File: src/rtl/sort_ctrl_if.sv
// Byte stream handshakes around sort_ctrl: upstream input stream and downstream sorted output stream.
interface sort_ctrl_if;
    logic       in_valid;
    logic [7:0] in_data;
    logic       in_ready;
    logic       out_valid;
    logic [7:0] out_data;
    logic       out_last;
    logic       out_ready;

    modport slave (
        input  in_valid, in_data, out_ready,
        output in_ready, out_valid, out_data, out_last
    );

    modport master (
        output in_valid, in_data, out_ready,
        input  in_ready, out_valid, out_data, out_last
    );
endinterface

File: src/rtl/sort_ctrl.sv
// Sequencer for the 8-input combinational byte sorter: load 8 bytes, settle, capture, drain sorted.
// Define SORT_CTRL_DESC_EN to stream the sorted frame largest-first instead of smallest-first.
module sort_ctrl #(
    parameter int SETTLE_CYC = 1
) (
    input  logic        clk,
    input  logic        rst_n,
    sort_ctrl_if.slave  sif,
    output logic [63:0] sort_a,
    input  logic [63:0] sort_y,
    output logic        busy,
    output logic [15:0] frame_cnt
);
    localparam int NUM_B = 8;

    typedef enum logic [1:0] {LOAD, SETTLE, DRAIN} state_t;

    state_t                       state, state_nxt;
    logic [2:0]                   wr_idx, rd_idx, rd_sel;
    logic [3:0]                   settle_cnt;
    logic [NUM_B-1:0][7:0]        a_q;
    logic [63:0]                  res;
    logic                         in_acc, out_acc;

    assign sort_a  = a_q;
    assign in_acc  = (state == LOAD)  && sif.in_valid;
    assign out_acc = (state == DRAIN) && sif.out_ready;

`ifdef SORT_CTRL_DESC_EN
    assign rd_sel = 3'd7 - rd_idx;
`else
    assign rd_sel = rd_idx;
`endif

    always_ff @(posedge clk or negedge rst_n) begin
        if (!rst_n) state <= LOAD;
        else        state <= state_nxt;
    end

    // Handshake outputs are pure state decode so ready never depends on valid.
    always_comb begin
        state_nxt     = state;
        sif.in_ready  = 1'b0;
        sif.out_valid = 1'b0;
        sif.out_last  = 1'b0;
        sif.out_data  = 8'd0;
        busy          = 1'b0;
        case (state)
            LOAD: begin
                sif.in_ready = 1'b1;
                if (sif.in_valid && wr_idx == 3'd7) state_nxt = SETTLE;
            end
            SETTLE: begin
                busy = 1'b1;
                if (settle_cnt == 4'd0) state_nxt = DRAIN;
            end
            DRAIN: begin
                busy          = 1'b1;
                sif.out_valid = 1'b1;
                sif.out_last  = (rd_idx == 3'd7);
                sif.out_data  = res[8*rd_sel +: 8];
                if (sif.out_ready && rd_idx == 3'd7) state_nxt = LOAD;
            end
            default: state_nxt = LOAD;
        endcase
    end

    always_ff @(posedge clk or negedge rst_n) begin
        if (!rst_n) begin
            a_q        <= '0;
            wr_idx     <= 3'd0;
            settle_cnt <= 4'd0;
        end else if (in_acc) begin
            for (int b = 0; b < NUM_B; b++)
                if (wr_idx == 3'(b)) a_q[b] <= sif.in_data;
            // wr_idx wraps 7 -> 0 on the final accept, ready for the next frame.
            wr_idx <= wr_idx + 3'd1;
            if (wr_idx == 3'd7) settle_cnt <= 4'(SETTLE_CYC - 1);
        end else if (state == SETTLE && settle_cnt != 4'd0) begin
            settle_cnt <= settle_cnt - 4'd1;
        end
    end

    always_ff @(posedge clk or negedge rst_n) begin
        if (!rst_n) begin
            res       <= '0;
            rd_idx    <= 3'd0;
            frame_cnt <= 16'd0;
        end else if (state == SETTLE && settle_cnt == 4'd0) begin
            res    <= sort_y;
            rd_idx <= 3'd0;
        end else if (out_acc) begin
            rd_idx <= rd_idx + 3'd1;
            if (rd_idx == 3'd7) frame_cnt <= frame_cnt + 16'd1;
        end
    end
endmodule

File: src/flat_wrapper.sv
// flat-port wrapper written by rule: the top's interface ports become plain ports
module sort_ctrl_flat 
#(
    parameter int SETTLE_CYC = 1
)
  (clk, rst_n, sort_a, sort_y, busy, frame_cnt, sif_in_valid, sif_in_data, sif_out_ready, sif_in_ready, sif_out_valid, sif_out_data, sif_out_last);
  sort_ctrl_if sif_i ();
  input  logic clk;
  input  logic rst_n;
  output logic [63:0] sort_a;
  input  logic [63:0] sort_y;
  output logic busy;
  output logic [15:0] frame_cnt;
  input wire logic [$bits(sif_i.in_valid)-1:0] sif_in_valid;
  input wire logic [$bits(sif_i.in_data)-1:0] sif_in_data;
  input wire logic [$bits(sif_i.out_ready)-1:0] sif_out_ready;
  output wire logic [$bits(sif_i.in_ready)-1:0] sif_in_ready;
  output wire logic [$bits(sif_i.out_valid)-1:0] sif_out_valid;
  output wire logic [$bits(sif_i.out_data)-1:0] sif_out_data;
  output wire logic [$bits(sif_i.out_last)-1:0] sif_out_last;
  assign sif_i.in_valid = sif_in_valid;
  assign sif_i.in_data = sif_in_data;
  assign sif_i.out_ready = sif_out_ready;
  assign sif_in_ready = sif_i.in_ready;
  assign sif_out_valid = sif_i.out_valid;
  assign sif_out_data = sif_i.out_data;
  assign sif_out_last = sif_i.out_last;
  sort_ctrl #(.SETTLE_CYC(SETTLE_CYC)) u_core (.clk(clk), .rst_n(rst_n), .sif(sif_i), .sort_a(sort_a), .sort_y(sort_y), .busy(busy), .frame_cnt(frame_cnt));
endmodule
File: config.mk
export PLATFORM = sky130hd
export DESIGN_NAME = sort_ctrl_flat
export DESIGN_NICKNAME = d
export VERILOG_FILES = /design/src/rtl/sort_ctrl_if.sv /design/src/rtl/sort_ctrl.sv /design/src/flat_wrapper.sv
export SDC_FILE = /design/constraint.sdc
export NUM_CORES = 1
export LEC_CHECK = 0
export ABC_AREA = 0
export CORE_AREA = 2 2 135 137
export CTS_CLUSTER_DIAMETER = 80
export CTS_CLUSTER_SIZE = 12
export DETAILED_ROUTE_END_ITERATION = 10
export DIE_AREA = 0 0 137 139
export PLACE_DENSITY_LB_ADDON = 0.1
export SLEW_MARGIN = 5
export SYNTH_ARGS = -nofsm -noshare
export SYNTH_HDL_FRONTEND = slang
export SYNTH_SLANG_ARGS = --single-unit
File: constraint.sdc
create_clock -name clk -period 1.8 [get_ports clk]
set_input_delay 0.36 -clock clk [delete_from_list [all_inputs] [get_ports clk]]
set_output_delay 0.36 -clock clk [all_outputs]
set_load 0.005 [all_outputs]
==> Word-level counts from Yosys, hierarchy flattened <==
Index checks and enable logic that the tools add are counted.
{ "op_classes": {"n_shift": 1, "add_sub_neg": 4, "reduce_logical": 24, "eq_ne": 14, "muxes": 14, "bitwise": 1} }
{ "ops": {"columns": ["op", "n"], "rows": [
  ["64-bit by 7-bit variable part select with 8-bit output", 1],
  ["2-bit AND reduction", 9],
  ["16-bit by 1-bit adder with 16-bit output, second input constant", 1],
  ["3-bit == test, second input constant", 5],
  ["4-bit two-way mux", 3],
  ["8-bit two-way mux", 1],
  ["3-bit by 1-bit adder with 3-bit output, second input constant", 2],
  ["3-bit by 2-bit == test with 1-bit output, second input constant", 2],
  ["1-bit logical AND", 6],
  ["2-bit two-way mux", 3],
  ["3-bit two-way mux", 2],
  ["2-bit inequality test, second input constant", 3],
  ["2-bit case mux with 3 select lines", 1],
  ["3-bit AND reduction", 2],
  ["4-bit zero test", 1],
  ["1-bit two-way mux", 4],
  ["2-bit nonzero test", 2],
  ["4-bit nonzero test", 1],
  ["4-bit by 1-bit subtractor with 4-bit output, second input constant", 1],
  ["3-bit by 1-bit == test with 1-bit output, second input constant", 1],
  ["3-bit zero test", 1],
  ["2-bit by 1-bit == test with 1-bit output, second input constant", 1],
  ["2-bit == test, second input constant", 1],
  ["2-bit zero test", 1],
  ["other kinds (3)", 3]
]} }
{ "word_totals": {"regBits": 156, "inputBits": 76} }

==> Depth between registers and ports, before layout <==
Gate-level depths: netlist of run 1.
{ "logic_depth": {"word_depth": 4, "depth_mapped": 8} }

==> Worst setup path after synthesis of run 1 <==
No wires, ideal clock.
{ "synth_timing": {"path_type": "register to output", "start": "register u_core.state[0]", "end": "output port sif_out_data[0]", "setup_slack_ps": 63, "t_required_ps": 1440, "stages_incl_launch_ff": 6, "arrival_time_ps": 1377, "path_buffers": 1, "path_cell_list": "dfrtp_1 > inv_1 > ha_1 > clkbuf_1 > o221ai_1 > a211oi_1"} }
{ "synth_via": {"elab_chain_cells": 2} }
{ "synth_rtl": {"columns": ["item", "line_no", "text"], "rows": [
  ["start: declaration", "sort_ctrl.sv:18", "state_t state, state_nxt;"],
  ["start signal: assignment", "sort_ctrl.sv:37", "else state <= state_nxt;"],
  ["2-bit == test", "sort_ctrl.sv:48", "case (state)"],
  ["8-bit two-way mux", "sort_ctrl.sv:48", null],
  ["end: declaration", "flat_wrapper.sv:19", "output wire logic [$bits(sif_i.out_data)-1:0] sif_out_data;"]
]} }
Every way passes these cells.

==> Worst setup path after layout of run 1 <==
{ "layout_timing": {"start": "register u_core.rd_idx[1]", "end": "output port sif_out_data[6]"} }
{ "layout_via": {"elab_chain_cells": 2} }
{ "layout_rtl": {"columns": ["item", "line_no", "text"], "rows": [
  ["start: declaration", "sort_ctrl.sv:19", "logic [2:0] wr_idx, rd_idx, rd_sel;"],
  ["start signal: assignment", "sort_ctrl.sv:93", "rd_idx <= rd_idx + 3'd1;"],
  ["64-bit by 7-bit variable part select with 8-bit output", "sort_ctrl.sv:61", "sif.out_data = res[8*rd_sel +: 8];"],
  ["8-bit two-way mux", "sort_ctrl.sv:48", null]
]} }
Every way passes these cells.

==> results of run 1 <==
## area by class of cell
class                   instances  area (um2)
clock inverters                12         138
repair buffers                229        2290
diodes                          1        2.50
fillers                      1431        7330
clock buffers                  20         457
inverters                      10        37.5
well taps                     229         287
flip-flops and latches        156        3910
multi-input cells             421        3210
## layout by cell type (no fill, tap or decap), types with 3 or more instances in the layout
cell	count
a211oi_1	6
a211oi_2	8
a21oi_1	3
and3_4	3
and4_1	3
buf_12	10
buf_2	8
buf_4	35
buf_6	17
clkbuf_16	18
clkdlybuf4s50_1	154
clkinv_4	4
dfrtp_1	154
ha_1	10
ha_4	4
inv_1	7
inv_2	3
mux2_2	70
mux2_4	11
mux2i_1	10
nand2_1	201
nand2_4	4
nand3_1	7
nand3_2	3
nand4_1	4
nor2_1	3
nor2b_1	8
nor3_4	3
o221ai_2	3
o221ai_4	4
xnor2_1	7
xor2_1	10
## registers in the layout (all words and copies together), names as in the netlist
register / cells
u_core.res: 64
u_core.sort_a: 64
u_core.frame_cnt: 16
u_core.settle_cnt: 4
u_core.rd_idx: 3
u_core.wr_idx: 3
u_core.state: 2
## worst max-delay path: cells and delay by family, from the launching register on
family,cells,cell delay (ns)
buffers and inverters,4,0.48
muxes,1,0.49
DFF,1,0.42
AOI/OAI and AO/OA,1,0.05
## cells by family after synthesis
| logic type | after synthesis | synth area share (%) |
|---|---|---|
| buf+inv | 38 | 2.78 |
| compound gates | 34 | 3.74 |
| fa+ha+maj | 14 | 2.54 |
| flops | 156 | 56.7 |
| mux | 92 | 15.0 |
| xor+xnor | 17 | 2.16 |
| simple gates | 264 | 17.1 |
## through the flow
stage	setup slack [ns]	instances	util, %	TNS (ns)
after global placement	-0.317	1026	51.9	-5.94
final	-0.422	1078	58.5	-4.58
after floorplan	0.0625	615	-	0
after global routing	-0.483	1077	58.5	-6.35
after CTS	-0.419	1071	57.3	-4.03
after detailed placement	-0.377	1026	51.9	-7.49
## final timing paths
kind                                                    endpoint  slack (ns)  depth (start not counted)
worst max-delay path                             sif_out_data[6]       -0.42                          6
worst min-delay path                  u_core.res[39]$_DFFE_PN0P_        0.37                          2
worst max register to register   u_core.frame_cnt[8]$_DFFE_PN0P_       -0.17                         10
worst min register to register  u_core.frame_cnt[15]$_DFFE_PN0P_        0.47                          1
max in group asynchronous          u_core.sort_a[10]$_DFFE_PN0P_        0.79                          3
min in group clk                u_core.frame_cnt[15]$_DFFE_PN0P_        0.47                          1
## per-layer routing
layer / vias up / share of wire, %
met5: - / 0.068
met4: 2 / 1.6
met3: 23 / 8.4
met2: 158 / 48
met1: 2572 / 42
li1: 2514 / -
## power by group through the flow
stage	Combinational, mW	Sequential, mW	Clock (mW)
floorplan	3.04	5.75	0
global placement	5.85	5.97	0
detailed placement	6.01	5.96	0
CTS	6.39	5.95	3.66
global route	7.29	6.15	3.81
finish	6.65	5.98	3.59
## repair_timing
item                       CTS  global route
gates cloned                 1             2
pin swaps                   26            15
buffers inserted            12             5
resized for setup          106            36
hold buffers                 1             0
hold endpoints to repair    21             0
setup endpoints to repair   58           109
==> flow_metrics.py, run 1 <==
metrics = {
    "floorplanning": {
        "die_x_um": 137,
        "die_y_um": 139,
        "core_area_mm2": 0.0177,
        "die-area_mm2": 0.0190,
        "io_pins": 168,
        "initial_utilization_pct": 39.0,
        "rows": 49,
    },
    "placed_design": {
        "dp_hpwl_mm": 13.2,
        "placed_area_mm2": 0.00917,
        "port_buffers": 167,
        "gp_congestion": 0.813,
    },
    "synthesis": {
        "yosysWarnings": 0,
        "syn_area_per_cell_um2": 11.2,
        "yosysMostFrequentCell": "nand2_1",
        "yosysUniqueCellTypes": 48,
        "synthCells": 615,
        "async_reset_ff_share_pct": 100,
        "ys_ff_latch": 156,
        "yosysTopAreaCell": "dfrtp_1",
        "syn-cell-area_mm2": 0.00689,
        "synthTopCellsByCount": "nand2_1, dfrtp_1, mux2_2",
        "yosysTopAreaCellShare_pct": 56.7,
        "synth_area_leaders": "dfrtp_1, mux2_2, nand2_1, ha_1, a211oi_1",
        "synth_edf_count": 0,
        "yosysSeqAreaShare_pct": 56.7,
        "synth_flop_cell": "dfrtp_1",
        "syn_nets": 705,
    },
    "finish": {
        "nNetsFinal": 925,
        "syn_to_final_growth_pct": 50.0,
        "final_cell_area_mm2": 0.0103,
        "drive_gt1_share_pct": 29.1,
    },
    "detailed_routing": {
        "via_per_inst": 4.89,
        "ant_nets": 0,
        "vias": 5269,
        "drt_iter0_markers": 147,
        "remaining_drc_errors": 0,
        "post_drt_wl_per_cell_um": 17.7,
        "first_pass_iters": 4,
        "wirelength_mm": 19.0,
    },
    "clock_tree": {
        "ctsRootBufferMaster": "clkbuf_16",
        "clk_latency_ns": 0.42,
        "htreeDepth": 4,
        "clockBufferDepth": 2,
        "clk_pin_slew_ns": 0.06,
        "clkSinkCount": 156,
        "cts_tree": "yes",
        "cts-buffers-inserted": 17,
    },
    "global_route": {
        "grt-ovfl-total": 0,
        "grt_pass1_wl_mm": 29.6,
        "use_met2_pct": 32.6,
        "use_met1_pct": 24.9,
        "use_met3_pct": 7.60,
        "gr-usage-all-layers_pct": 20.1,
        "antenna_found_initial": 2,
        "grt_pass1_vias": 5575,
        "grt_max_degree": 52,
        "grt_busiest_layer": "met2",
    },
    "critical_path": {
        "crit_chain": "buf_6, buf_12, mux4_2, inv_2, a21oi_2, buf_2",
        "startpoint": "u_core.rd_idx[1]$_DFFE_PN0P_",
        "r2r-start": "u_core.rd_idx[1]$_DFFE_PN0P_",
        "slowest_stage": "mux4_2",
        "cp-end-kind": "output pin",
        "startpoint_type": "flop",
        "crit_fanout": 7,
        "path_class": "reg2out",
        "crit_arrival_ns": 1.86,
        "max_stage_delay_ns": 0.49,
        "critPathRequiredTime_ns": 1.44,
    },
    "sta": {
        "slew_viol_final": 0,
        "hold_violations": 0,
        "rsz0062_at_grt": "true",
        "period_minus_slack_ns": 2.22,
        "fin_crit_sh_pct": 123,
        "finalSetupViolations": 25,
        "maxSlewHeadroom_pct": 64.5,
        "tightest_slew_ns": 0.532,
        "finClkSkew_ns": 0.00761,
        "whs_ns": 0.375,
        "fmax_mhz": 450,
        "layout_setup_ws_ns": -0.422,
    },
    "power_and_ir_drop": {
        "power_density_mw_per_mm2": 1570,
        "switching_share_pct": 33.0,
        "p_clk_share_pct": 22.1,
        "power_frac_comb_pct": 41.0,
        "power.switching_mw": 5.35,
        "power.total_mw": 16.2,
        "peakVddDrop_mv": 0.786,
        "p_leak_nw": 4.79,
        "internal_power_mw": 10.9,
        "p_seq_share_pct": 36.9,
    },
    "run_status": {
        "outcome": "finished with violations",
        "violations": "negative setup slack",
    },
    "worst_hold_path": {
        "hp-class": "in2async",
    },
    "flow_run": {
        "drv_cap": 0,
    },
}
(Power assumes the default switching activity.)
==> run 2: changes to the inputs <==
- CAP_MARGIN: not set -> 0
==> results of run 2 <==
Final layout, timing and power as in run 1 (identical DEF).
==> run 3: changes to the inputs <==
- CORE_AREA: 2 2 135 137 -> 2 2 121 123
- DIE_AREA: 0 0 137 139 -> 0 0 123 125
- SETUP_SLACK_MARGIN: not set -> 0.5
==> run 3 against run 2 <==
Net effect:
- the flow still finishes with violations (negative setup slack)
- power grew 24%
- register-to-register slack lost 0.08 ns
- clock skew grew 0.0017 ns
- via count grew 18%
- global-route usage grew 11 points
- utilization grew 24 points
==> flow_metrics.py, run 3 (synthesis results as in run 1) <==
metrics = {
    "run_status": {
        "outcome": "finished with violations",
        "violations": "negative setup slack",
    },
    "placed_design": {
        "gp_congestion": 0.829,
        "dp_hpwl_mm": 12.6,
        "place_inst": 974,
        "port_buffers": 167,
        "placed_area_mm2": 0.00928,
    },
    "detailed_routing": {
        "post_drt_wl_per_cell_um": 22.1,
        "via_per_inst": 5.56,
        "met2_length_mm": 12.5,
        "wirelength_met1_mm": 9.01,
        "first_pass_iters": 4,
        "drt_iter0_markers": 368,
        "route.met3.wl_mm": 1.75,
        "remaining_drc_errors": 0,
        "wirelength_mm": 24.7,
        "ant_nets": 0,
        "highest-signal-layer": "met4",
        "vias": 6195,
    },
    "finish": {
        "final_cell_mix": "dfrtp_1, nand2_1, buf_2",
        "syn_to_final_growth_pct": 69.6,
        "fin_cells": 1115,
        "diodes": 0,
        "nNetsFinal": 1008,
        "final_cell_area_mm2": 0.0117,
        "mostFrequentLayoutCell": "dfrtp_1",
        "drive_gt1_share_pct": 56.7,
    },
    "clock_tree": {
        "clkSinkCount": 156,
        "ctsRootBufferMaster": "clkbuf_16",
        "htreeDepth": 4,
        "clk_latency_ns": 0.43,
        "clockBufferDepth": 2,
        "clk_pin_slew_ns": 0.06,
        "cts_tree": "yes",
        "cts-buffers-inserted": 17,
    },
    "power_and_ir_drop": {
        "p_leak_nw": 5.75,
        "power_frac_comb_pct": 47.5,
        "internal_power_mw": 13.1,
        "switching_share_pct": 34.6,
        "p_seq_share_pct": 31.2,
        "peakVddDrop_mv": 1.09,
        "power.total_mw": 20.0,
        "power_density_mw_per_mm2": 1720,
        "power.switching_mw": 6.92,
        "p_clk_share_pct": 21.3,
    },
    "sta": {
        "fin_crit_sh_pct": 132,
        "hold_violations": 0,
        "finClkSkew_ns": 0.00934,
        "finalSetupViolations": 103,
        "layout_setup_ws_ns": -0.571,
        "period_minus_slack_ns": 2.37,
        "maxSlewHeadroom_pct": 62.9,
        "slew_viol_final": 0,
        "fmax_mhz": 422,
        "tightest_slew_ns": 0.554,
        "rsz0062_at_grt": "true",
    },
    "critical_path": {
        "slowest_stage": "dfrtp_2",
        "cp-end-kind": "output pin",
        "crit_fanout": 4,
        "crit_arrival_ns": 2.01,
        "path_class": "reg2out",
        "critPathRequiredTime_ns": 1.44,
        "startpoint_type": "flop",
        "max_stage_delay_ns": 0.48,
        "crit_chain": "buf_12, buf_16, buf_6, mux2_4, o221ai_2, a211oi_2, buf_2",
    },
    "floorplanning": {
        "die-area_mm2": 0.0154,
        "io_pins": 168,
        "die_x_um": 123,
        "rows": 44,
        "initial_utilization_pct": 48.5,
        "die_y_um": 125,
        "core_area_mm2": 0.0142,
    },
    "worst_hold_path": {
        "hp-class": "in2async",
    },
    "global_route": {
        "grt_pass1_vias": 6560,
        "gr-usage-all-layers_pct": 31.1,
        "grt_pass1_wl_mm": 35.8,
        "antenna_found_initial": 0,
        "grt-ovfl-total": 0,
        "grt_max_degree": 42,
    },
    "flow_run": {
        "drv_cap": 0,
    },
}
-- run 3: area by class of cell --
type,count,area (um2)
Tap cell,184,230
Fill cell,755,2520
Clock buffer,22,464
Timing Repair Buffer,312,3090
Multi-Input combinational cell,421,3720
Sequential cell,156,3910
Inverter,10,40.0
Clock inverter,10,235
-- run 3: repair_timing --
item,4_1_cts,5_1_grt
gates cloned,17,0
setup endpoints to repair,248,248
buffers inserted,68,23
pin swaps,123,15
hold buffers,1,0
hold endpoints to repair,34,0
resized for setup,569,58
-- run 3: metrics by stage --
stage                     setup slack (ns)  TNS, ns  hold slack, ns  utilization (%)
after floorplan                      0.235        0          0.0644                -
after global placement              -0.303    -2.05           0.298             65.3
after detailed placement            -0.310    -3.02           0.305             65.3
after CTS                           -0.504    -5.27           0.435             79.7
after global routing                -0.615   -20.82           0.450             82.2
final                               -0.571   -12.12           0.418             82.2
-- run 3: path summary, 6_finish.rpt --
| path | from | end | slack (ns) | depth (start not counted) |
|---|---|---|---|---|
| hold reg to reg | u_core.res[16]$_DFFE_PN0P_ | u_core.res[16]$_DFFE_PN0P_ | 0.50 | 2 |
| min in group clk | sort_y[27] | u_core.res[27]$_DFFE_PN0P_ | 0.48 | 3 |
| setup reg to reg | u_core.rd_idx[1]$_DFFE_PN0P_ | u_core.frame_cnt[13]$_DFFE_PN0P_ | -0.25 | 10 |
| setup / recovery | u_core.rd_idx[1]$_DFFE_PN0P_ | sif_out_data[2] | -0.57 | 7 |
| hold / removal | rst_n | u_core.frame_cnt[11]$_DFFE_PN0P_ | 0.42 | 2 |
| max in group asynchronous | rst_n | u_core.res[42]$_DFFE_PN0P_ | 0.79 | 3 |
-- run 3: routing by layer --
metal  up-vias  track usage [%]
met5         -                0
met4         0             16.1
met3       100             9.22
met2       291             51.6
met1      3108             36.3
li1       2696                -
-- run 3: power by group through the flow --
| stage | clock network, mW | registers (mW) | logic (mW) |
|---|---|---|---|
| 6_report | 4.27 | 6.25 | 9.52 |
| 5_1_grt | 4.46 | 6.37 | 10.1 |
| 4_1_cts | 4.25 | 6.02 | 8.60 |
| 3_5_place_dp | 0 | 5.97 | 6.14 |
| 3_3_place_gp | 0 | 5.95 | 5.94 |
| 2_1_floorplan | 0 | 5.77 | 3.37 |
-- run 3: worst max-delay path, delay by kind of cell, from the launching register on --
family,cells,cell delay (ns)
compound gates,2,0.26
buf+inv,4,0.56
flops,1,0.48
mux,1,0.30
